==> config.mk <==
export PLATFORM = sky130hd
export DESIGN_NAME = mult_arbiter_flat
export DESIGN_NICKNAME = d
export VERILOG_FILES = /design/src/rtl/mult_arbiter_pkg.sv /design/src/rtl/mult_arbiter_if.sv /design/src/rtl/mult_arbiter_mult.sv /design/src/rtl/mult_arbiter_rr_picker.sv /design/src/rtl/mult_arbiter.sv /design/src/flat_wrapper.sv
export SDC_FILE = /design/constraint.sdc
export NUM_CORES = 1
export LEC_CHECK = 0
export BUFFER_PORTS_ARGS = -buffer_cell sky130_fd_sc_hd__buf_4
export CORE_UTILIZATION = 30
export CTS_CLUSTER_DIAMETER = 80
export DETAILED_ROUTE_END_ITERATION = 8
export HOLD_SLACK_MARGIN = 0.08
export SYNTH_ARGS = -nofsm -noshare
export SYNTH_HDL_FRONTEND = slang
export SYNTH_SLANG_ARGS = --single-unit
==> constraint.sdc <==
create_clock -name clk -period 15.5 [get_ports clk]
set_input_delay 2.325 -clock clk [delete_from_list [all_inputs] [get_ports clk]]
set_output_delay 2.325 -clock clk [all_outputs]
set_load 0.03 [all_outputs]
==> src/rtl/mult_arbiter_pkg.sv <==
// Shared types and width helpers for the round-robin multiplier arbiter.
package mult_arbiter_pkg;

   localparam int unsigned N_REQ_MAX = 16;

   // Index width for n requesters, never narrower than one bit
   function automatic int unsigned id_w(input int unsigned n);
      return (n <= 2) ? 1 : $clog2(n);
   endfunction

   localparam int unsigned ID_W = id_w(N_REQ_MAX);

   typedef struct packed {
      logic            valid;
      logic [ID_W-1:0] id;
   } tag_t;

endpackage

==> src/rtl/mult_arbiter_if.sv <==
// Requester/result bus between the channel units and the shared multiplier.
interface mult_arbiter_if #(
   parameter int unsigned N_REQ   = 4,
   parameter int unsigned WIDTH_A = 16,
   parameter int unsigned WIDTH_B = 16
);
   import mult_arbiter_pkg::*;

   localparam int unsigned IW = id_w(N_REQ);
   localparam int unsigned PW = WIDTH_A + WIDTH_B;

   logic [N_REQ-1:0]              req_valid;
   logic [N_REQ-1:0][WIDTH_A-1:0] req_a;
   logic [N_REQ-1:0][WIDTH_B-1:0] req_b;
   logic [N_REQ-1:0]              req_ready;
   logic                          res_valid;
   logic [IW-1:0]                 res_id;
   logic [PW-1:0]                 res_p;

   modport master (
      output req_valid, req_a, req_b,
      input  req_ready, res_valid, res_id, res_p
   );

   modport slave (
      input  req_valid, req_a, req_b,
      output req_ready, res_valid, res_id, res_p
   );

endinterface

==> src/rtl/mult_arbiter_mult.sv <==
// Pipelined unsigned multiplier; product appears LATENCY clocks after the operands.
module mult #(
   parameter int unsigned WIDTH_A = 16,
   parameter int unsigned WIDTH_B = 16,
   parameter int unsigned LATENCY = 3,
   localparam int unsigned PW     = WIDTH_A + WIDTH_B
) (
   input  logic               clk,
   input  logic [WIDTH_A-1:0] a_i,
   input  logic [WIDTH_B-1:0] b_i,
   output logic [PW-1:0]      p_o
);

   logic [PW-1:0] p_q [LATENCY];

   // Datapath only; validity travels in the arbiter's tag pipeline
   always_ff @(posedge clk) begin
      p_q[0] <= PW'(a_i) * PW'(b_i);
      for (int unsigned s = 1; s < LATENCY; s++) begin
         p_q[s] <= p_q[s-1];
      end
   end

   assign p_o = p_q[LATENCY-1];

endmodule

==> src/rtl/mult_arbiter_rr_picker.sv <==
// Combinational round-robin picker: first set request at or after ptr_i, wrapping.
module rr_picker
   import mult_arbiter_pkg::*;
#(
   parameter int unsigned N_REQ = 4,
   localparam int unsigned IW   = id_w(N_REQ)
) (
   input  logic [N_REQ-1:0] req_i,
   input  logic [IW-1:0]    ptr_i,
   output logic [N_REQ-1:0] gnt_o,
   output logic [IW-1:0]    idx_o,
   output logic             any_o
);

   always_comb begin
      logic [IW-1:0] j;
      logic          found;
      gnt_o = '0;
      idx_o = '0;
      found = 1'b0;
      j     = '0;
      for (int unsigned k = 0; k < N_REQ; k++) begin
         j = IW'((32'(ptr_i) + k) % N_REQ);
         if (!found && req_i[j]) begin
            gnt_o[j] = 1'b1;
            idx_o    = j;
            found    = 1'b1;
         end
      end
      any_o = found;
   end

endmodule

==> src/rtl/mult_arbiter.sv <==
// Round-robin sharing of one pipelined multiplier among N_REQ requesters,
// with a tag pipeline that routes each product back to its owner.
module mult_arbiter
   import mult_arbiter_pkg::*;
#(
   parameter int unsigned N_REQ   = 4,
   parameter int unsigned WIDTH_A = 16,
   parameter int unsigned WIDTH_B = 16,
   parameter int unsigned LATENCY = 3
) (
   input  logic           clk,
   input  logic           rst,
   mult_arbiter_if.slave  bus
);

   localparam int unsigned IW = id_w(N_REQ);
   localparam int unsigned PW = WIDTH_A + WIDTH_B;

   logic [IW-1:0]      ptr_q, ptr_d;
   logic [N_REQ-1:0]   gnt;
   logic [IW-1:0]      win_idx;
   logic               win_any;
   tag_t               tag_in;
   tag_t               tag_q [LATENCY];
   logic [WIDTH_A-1:0] op_a;
   logic [WIDTH_B-1:0] op_b;
   logic [PW-1:0]      prod;

   rr_picker #(.N_REQ(N_REQ)) u_picker (
      .req_i (bus.req_valid),
      .ptr_i (ptr_q),
      .gnt_o (gnt),
      .idx_o (win_idx),
      .any_o (win_any)
   );

   // The grant is always taken when any request is valid, so accept == win_any
   always_comb begin
      ptr_d  = ptr_q;
      tag_in = '0;
      if (win_any) begin
         ptr_d        = (32'(win_idx) == N_REQ - 1) ? '0 : win_idx + IW'(1);
         tag_in.valid = 1'b1;
         tag_in.id    = ID_W'(win_idx);
      end
   end

   assign op_a = bus.req_a[win_idx];
   assign op_b = bus.req_b[win_idx];

   mult #(
      .WIDTH_A (WIDTH_A),
      .WIDTH_B (WIDTH_B),
      .LATENCY (LATENCY)
   ) u_mult (
      .clk (clk),
      .a_i (op_a),
      .b_i (op_b),
      .p_o (prod)
   );

   always_ff @(posedge clk or posedge rst) begin
      if (rst) begin
         ptr_q <= '0;
         for (int unsigned s = 0; s < LATENCY; s++) begin
            tag_q[s] <= '0;
         end
      end else begin
         ptr_q    <= ptr_d;
         tag_q[0] <= tag_in;
         for (int unsigned s = 1; s < LATENCY; s++) begin
            tag_q[s] <= tag_q[s-1];
         end
      end
   end

   assign bus.req_ready = gnt;
   assign bus.res_valid = tag_q[LATENCY-1].valid;
   assign bus.res_id    = IW'(tag_q[LATENCY-1].id);
   assign bus.res_p     = prod;

endmodule

==> src/flat_wrapper.sv <==
// flat-port wrapper written by rule: the top's interface ports become plain ports
module mult_arbiter_flat import mult_arbiter_pkg::*;
#(
   parameter int unsigned N_REQ   = 4,
   parameter int unsigned WIDTH_A = 16,
   parameter int unsigned WIDTH_B = 16,
   parameter int unsigned LATENCY = 3
)
  (clk, rst, bus_req_valid, bus_req_a, bus_req_b, bus_req_ready, bus_res_valid, bus_res_id, bus_res_p);
  mult_arbiter_if #(.N_REQ(N_REQ), .WIDTH_A(WIDTH_A), .WIDTH_B(WIDTH_B)) bus_i ();
  input  logic clk;
  input  logic rst;
  input wire logic [$bits(bus_i.req_valid)-1:0] bus_req_valid;
  input wire logic [$bits(bus_i.req_a)-1:0] bus_req_a;
  input wire logic [$bits(bus_i.req_b)-1:0] bus_req_b;
  output wire logic [$bits(bus_i.req_ready)-1:0] bus_req_ready;
  output wire logic [$bits(bus_i.res_valid)-1:0] bus_res_valid;
  output wire logic [$bits(bus_i.res_id)-1:0] bus_res_id;
  output wire logic [$bits(bus_i.res_p)-1:0] bus_res_p;
  assign bus_i.req_valid = bus_req_valid;
  assign bus_i.req_a = bus_req_a;
  assign bus_i.req_b = bus_req_b;
  assign bus_req_ready = bus_i.req_ready;
  assign bus_res_valid = bus_i.res_valid;
  assign bus_res_id = bus_i.res_id;
  assign bus_res_p = bus_i.res_p;
  mult_arbiter #(.N_REQ(N_REQ), .WIDTH_A(WIDTH_A), .WIDTH_B(WIDTH_B), .LATENCY(LATENCY)) u_core (.clk(clk), .rst(rst), .bus(bus_i));
endmodule
==> impl_metrics.tcl, run 1 <==
set metrics [dict create \
    startpoint_type "primary input" \
    violations "DRC" \
    cts_tree "yes" \
    crit_required_ns 15.78 \
    skew_ns 0.0122 \
    grt_use_met3_pct 2.40 \
    fp-row-count 74 \
    area.sequential_um2 2200 \
    hold_buffers 0 \
    numCtsBuffers 9 \
    start_util_pct 30.5 \
    setup-tns-final_ns 0 \
    chipHeight_um 206 \
    core_area_um2 41000 \
    htree_num_levels 3 \
    cts_resized 0 \
    wl_per_cell_um 16.8 \
    synth_seq_area_share_pct 17.5 \
    setup_viol 0 \
    drt_iter0_markers 458 \
    finalMaxSlewViolations 0 \
    gp_congestion 0.877 \
    dp_hpwl_um 27200 \
    postSynthCellCount 1298 \
    finalWirelength_um 33000 \
    ys_seq_elements 107 \
    final_net_count 1857 \
    vias 9302 \
    layout_worst_path_cycle_share_pct 70.0 \
    synth.avg_cell_area_um2 9.65 \
    antenna_left 0 \
    crit_type "in -> reg" \
    synthFlopType "dfxtp_1" \
    yosys_warnings 0 \
    max_slew_margin_pct 12.6 \
    grt_max_degree 51 \
    postCtsSetupRepairBufs 0 \
    use_met2_pct 30.0 \
    maxCapViolations 0 \
    hp-class "reg -> reg" \
    rsz0062_at_grt "no" \
    syn_area_um2 12500 \
    status "finished with violations" \
    synth_edf_count 0 \
    clk_latency_ns 0.36 \
    cts.sinks 107 \
    worst_pin_slew_ns 1.28 \
    final_cell_mix "inv_1, fa_1, buf_4" \
    fill_cells 4189 \
    path_max_fanout 40 \
    root_buffer "clkbuf_16" \
    multiInputGateArea_um2 9000 \
    ioPinCount 173 \
    ys_types 62 \
    fmax_mhz 92.2 \
    grt_pass1_wl_um 53900 \
    clk_pin_slew_ns 0.08 \
    drt_pass1_iterations 6 \
    grt-busiest-layer "met2" \
    viasPerCell 4.75 \
    antenna_found_initial 0 \
    track_usage_pct 16.6 \
    area_growth_pct 15.3 \
    arrival_ns 11.13 \
    final_common_cell "inv_1" \
    fin_crit_ns 10.85 \
    drc_errors 2 \
    num_antenna_cells 0 \
    syn_nets 1734 \
    grt_pass1_vias 10300 \
    cts_max_path_buffers 2 \
    met1_usage_pct 19.5 \
    synth-async-reset-ratio_pct 10.3 \
    finalHoldViolCount 0 \
    port_buffers 172 \
    die_w_um 206 \
    drive_gt1_share_pct 17.8 \
    end_kind "flip-flop" \
    die_area_um2 42600 \
    grt_overflow 0 \
]
## final timing paths
kind	from	endpoint	slack (ns)	cells after the start
setup / recovery	bus_req_valid[2]	u_core.u_mult.p_q[0][28]$_DFF_P_	4.65	23
hold / removal	u_core.u_mult.p_q[0][1]$_DFF_P_	u_core.u_mult.p_q[0][33]$_DFF_P_	0.32	0
setup reg to reg	u_core.ptr_q[0]$_DFFE_PP0N_	u_core.u_mult.p_q[0][28]$_DFF_P_	5.60	24
hold reg to reg	u_core.u_mult.p_q[0][1]$_DFF_P_	u_core.u_mult.p_q[0][33]$_DFF_P_	0.32	0
max in group asynchronous	rst	u_core.bus.res_valid$_DFF_PP0_	13.23	2
min in group asynchronous	rst	u_core.tag_q[6]$_DFF_PP0_	1.96	2
## layout make-up
class | count | share of cell area [%]
clock buffers | 9 | 1.56
clock inverters | 7 | 0.546
well taps | 532 | 4.61
flip-flops and latches | 107 | 15.2
inverters | 224 | 5.82
multi-input cells | 889 | 62.4
repair buffers | 190 | 9.88
## cell usage after synthesis (2+ instances only)
cell,instances,area (µm²)
fa_1,194,3880
buf_4,36,270
buf_6,4,45.0
a2111oi_0,2,17.5
mux4_2,4,90.1
o2111a_1,2,22.5
nand3_1,6,30.0
nand2_1,157,589
clkbuf_1,11,41.3
nand2b_1,14,87.6
mux2_2,21,236
xnor2_1,15,131
a22oi_1,4,30.0
a311oi_1,3,26.3
a221o_1,4,40.0
and4_1,2,17.5
xor2_1,11,96.3
a21o_1,2,15.0
a21oi_1,27,135
buf_2,26,130
nor3b_1,2,15.0
o211ai_1,8,60.1
nor3_1,4,20.0
or3_1,6,37.5
nand4_1,5,31.3
nor2_1,94,353
ha_1,108,1350
o21ai_1,2,10.0
dfrtp_1,11,275
mux2i_2,15,206
o21ai_0,16,80.1
a211oi_1,7,52.6
dfxtp_1,96,1920
inv_1,224,841
o21a_1,2,15.0
nor2b_1,21,131
o21bai_1,3,22.5
or2_1,3,18.8
mux2i_1,79,791
and2_1,25,156
## routing by layer
layer	routed length, µm	vias to the layer above	part of all wire [%]
met3	1600	75	4.9
met1	13100	4682	40
li1	-	4293	-
met5	0	-	0
met4	1080	0	3.3
met2	17200	252	52
## kinds of logic (layout without fill, tap and decap cells)
kind of cell,after synthesis,after routing,share of synthesized area [%]
multiplexers,120,120,10.7
AND/OR/NAND/NOR,347,347,12.5
flip-flops,107,107,17.5
AO/OA/AOI/OAI,94,94,5.10
adder cells (fa/ha/maj),302,302,41.8
XOR/XNOR,26,26,1.82
buffers and inverters,302,430,10.6
## worst max-delay path: stages
cell and delay (ns):
buf_4 0.13, mux4_2 0.57, nor2b_4 0.19, nor2_1 0.10
o21ai_4 0.43, buf_4 0.59, mux2i_1 0.97, nand2_1 0.19
fa_1 0.57, fa_1 0.54, inv_1 0.05, fa_1 0.49
fa_1 0.51, fa_1 0.50, inv_1 0.05, fa_1 0.47
inv_1 0.04, ha_1 0.36, nand2_1 0.14, or3_1 0.39
a2111oi_0 1.07, nor3_1 0.11, a311oi_1 0.27
## sequential cells by signal (all words and copies together), names as in the netlist
| name | count |
|---|---|
| u_core.u_mult.p_q | 96 |
| u_core.bus.res_valid | 1 |
| u_core.bus.res_id | 2 |
| u_core.ptr_q | 2 |
| u_core.tag_q | 6 |
## through the flow
| stage | instances | cell area, µm² | worst slack [ns] | util [%] | hold WS, ns |
|---|---|---|---|---|---|
| floorplan | 1298 | 12500 | 6.35 | - | 0.310 |
| finish | 1958 | 14400 | 4.65 | 35.2 | 0.324 |
| global placement | 1942 | 14100 | 4.57 | 34.5 | 0.311 |
| detailed placement | 1942 | 14100 | 4.43 | 34.5 | 0.312 |
| global route | 1958 | 14400 | 4.21 | 35.2 | 0.324 |
| CTS | 1958 | 14400 | 4.83 | 35.2 | 0.325 |
Power of run 1 is left out: the tool's default activity adds up to more than one toggle a clock period on the data nets, which glitch-free logic cannot reach.
==> run 2: changes to the inputs <==
- clock period: 15.5 -> 10.1 ns (I/O delays scaled with it)
==> run 2 against run 1 <==
  * The flow still finishes with violations (DRC)
  * Worst setup slack lost 3.5 ns
  * Clock-buffer cell count grew 1
  * Final cell count grew 0.66%
  * Core utilization grew 0.31 points
  * Sequential cell count is the same
  * Routed wire length shrank 0.80%
  * Global-route usage shrank 0.21 points
  * Critical endpoint is now u_core.u_mult.p_q[0][25]$_DFF_P_
  * Die area is the same
==> impl_metrics.tcl, run 2 (synthesis results as in run 1) <==
set metrics [dict create \
    setup-tns-final_ns 0 \
    numCtsBuffers 9 \
    holdPathStages 0 \
    htree_num_levels 3 \
    largestRegisters "u_core.u_mult.p_q x96, u_core.tag_q x6" \
    route.met3.wl_um 1160 \
    cts_tree "yes" \
    chipHeight_um 206 \
    skew_ns 0.00968 \
    largest_register_ffs 96 \
    path_max_fanout 12 \
    cp_slowest_stage_delay_ns 0.83 \
    cts_max_path_buffers 2 \
    core_area_um2 41000 \
    cp_common_cell "fa_1" \
    maxCapViolations 0 \
    num_antenna_cells 0 \
    arrival_ns 9.23 \
    area_growth_pct 16.3 \
    start_util_pct 30.5 \
    r2r_slack_ns 1.22 \
    drt-met1-wl_um 12900 \
    finalWirelength_um 32700 \
    violations "DRC" \
    route.met2.wl_um 17300 \
    dp_hpwl_um 27600 \
    wl_per_cell_um 16.6 \
    final_net_count 1870 \
    finalMaxSlewViolations 0 \
    fill_cells 4179 \
    top_layer "met4" \
    cp-startpoint "bus_req_valid[2]" \
    clk_pin_slew_ns 0.08 \
    root_buffer "clkbuf_16" \
    drt_pass1_iterations 7 \
    final_cell_mix "inv_1, buf_4, fa_1" \
    status "finished with violations" \
    reg2reg_from "u_core.ptr_q[0]$_DFFE_PP0N_" \
    drive_gt1_share_pct 18.6 \
    setup.worst_path.end "u_core.u_mult.p_q[0][25]$_DFF_P_" \
    fmax_mhz 111 \
    viasPerCell 4.75 \
    postCtsSetupRepairBufs 0 \
    die_area_um2 42600 \
    startpoint_type "primary input" \
    die_w_um 206 \
    ff2ff_path_depth 25 \
    port_buffers 172 \
    cts_resized 0 \
    antenna_left 0 \
    rsz0062_at_grt "no" \
    grt_overflow 0 \
    final_common_cell "inv_1" \
    cp_slowest_cell "mux2i_2" \
    drc_errors 2 \
    grt_pass1_vias 10400 \
    fin_crit_ns 8.97 \
    max_slew_margin_pct 37.1 \
    drt_iter0_markers 471 \
    min_from "u_core.u_mult.p_q[0][23]$_DFF_P_" \
    hold_buffers 0 \
    clk_latency_ns 0.36 \
    reg2reg_to "u_core.u_mult.p_q[0][25]$_DFF_P_" \
    top_register "u_core.u_mult.p_q" \
    cts.sinks 107 \
    antenna_found_initial 0 \
    grt_max_degree 37 \
    gp_congestion 0.918 \
    end_kind "flip-flop" \
    fp-row-count 74 \
    ioPinCount 173 \
    finalHoldViolCount 0 \
    layout_worst_path_cycle_share_pct 88.8 \
    crit_required_ns 10.35 \
    crit_type "in -> reg" \
    hp-class "reg -> reg" \
    path_cells "buf_4 > mux4_2 > nor2b_4 > nor2_1 > o21ai_4 > mux2i_2 > buf_4 > nand2_1 > fa_1 > inv_1 > fa_1 > fa_1 > fa_1 > fa_1 > inv_1 > fa_1 > inv_1 > ha_1 > nand2_1 > or3_1 > or4b_1 > o211ai_1 > a21oi_1 > xnor2_1" \
    vias 9370 \
    track_usage_pct 16.4 \
    grt_pass1_wl_um 53300 \
    worst_pin_slew_ns 0.918 \
    setup_viol 0 \
]
run 2: area by class of cell:
type | instances | area [µm²] | area share (%)
inverters | 224 | 841 | 5.77
clock buffers | 10 | 239 | 1.64
well taps | 532 | 666 | 4.57
repair buffers | 203 | 1550 | 10.6
multi-input cells | 889 | 9000 | 61.8
flip-flops and latches | 107 | 2200 | 15.1
clock inverters | 6 | 68.8 | 0.473
run 2: worst min-delay path by stage:
stage | end
global placement | u_core.u_mult.p_q[0][40]$_DFF_P_
CTS | u_core.u_mult.p_q[0][42]$_DFF_P_
detailed placement | u_core.u_mult.p_q[0][34]$_DFF_P_
finish | u_core.u_mult.p_q[0][55]$_DFF_P_
floorplan | u_core.u_mult.p_q[0][32]$_DFF_P_
global route | u_core.u_mult.p_q[0][41]$_DFF_P_
run 2: metal layers:
layer,global-route usage [%],vias to the layer above
met5,0,-
met4,7.14,0
met3,1.80,77
met2,30.4,251
met1,18.7,4720
li1,-,4322
run 2: metrics by stage:
stage	std cells	setup slack, ns	instance area (µm²)	utilization [%]	hold WS [ns]
final	1971	1.13	14600	35.5	0.325
after global routing	1971	0.822	14600	35.5	0.333
after CTS	1971	1.14	14600	35.5	0.325
after detailed placement	1955	0.774	14300	34.8	0.312
after global placement	1955	0.901	14300	34.8	0.311
after floorplan	1298	1.76	12500	-	0.310
run 2: critical path: cells and delay by family:
kind / cells / cell delay, ns
AND/OR/NAND/NOR: 6 / 1.49
buffers and inverters: 5 / 0.56
adder cells (fa/ha/maj): 7 / 3.41
XOR/XNOR: 1 / 0.13
AO/OA/AOI/OAI: 3 / 0.70
multiplexers: 2 / 1.41
Power of run 2 is left out for the same reason.
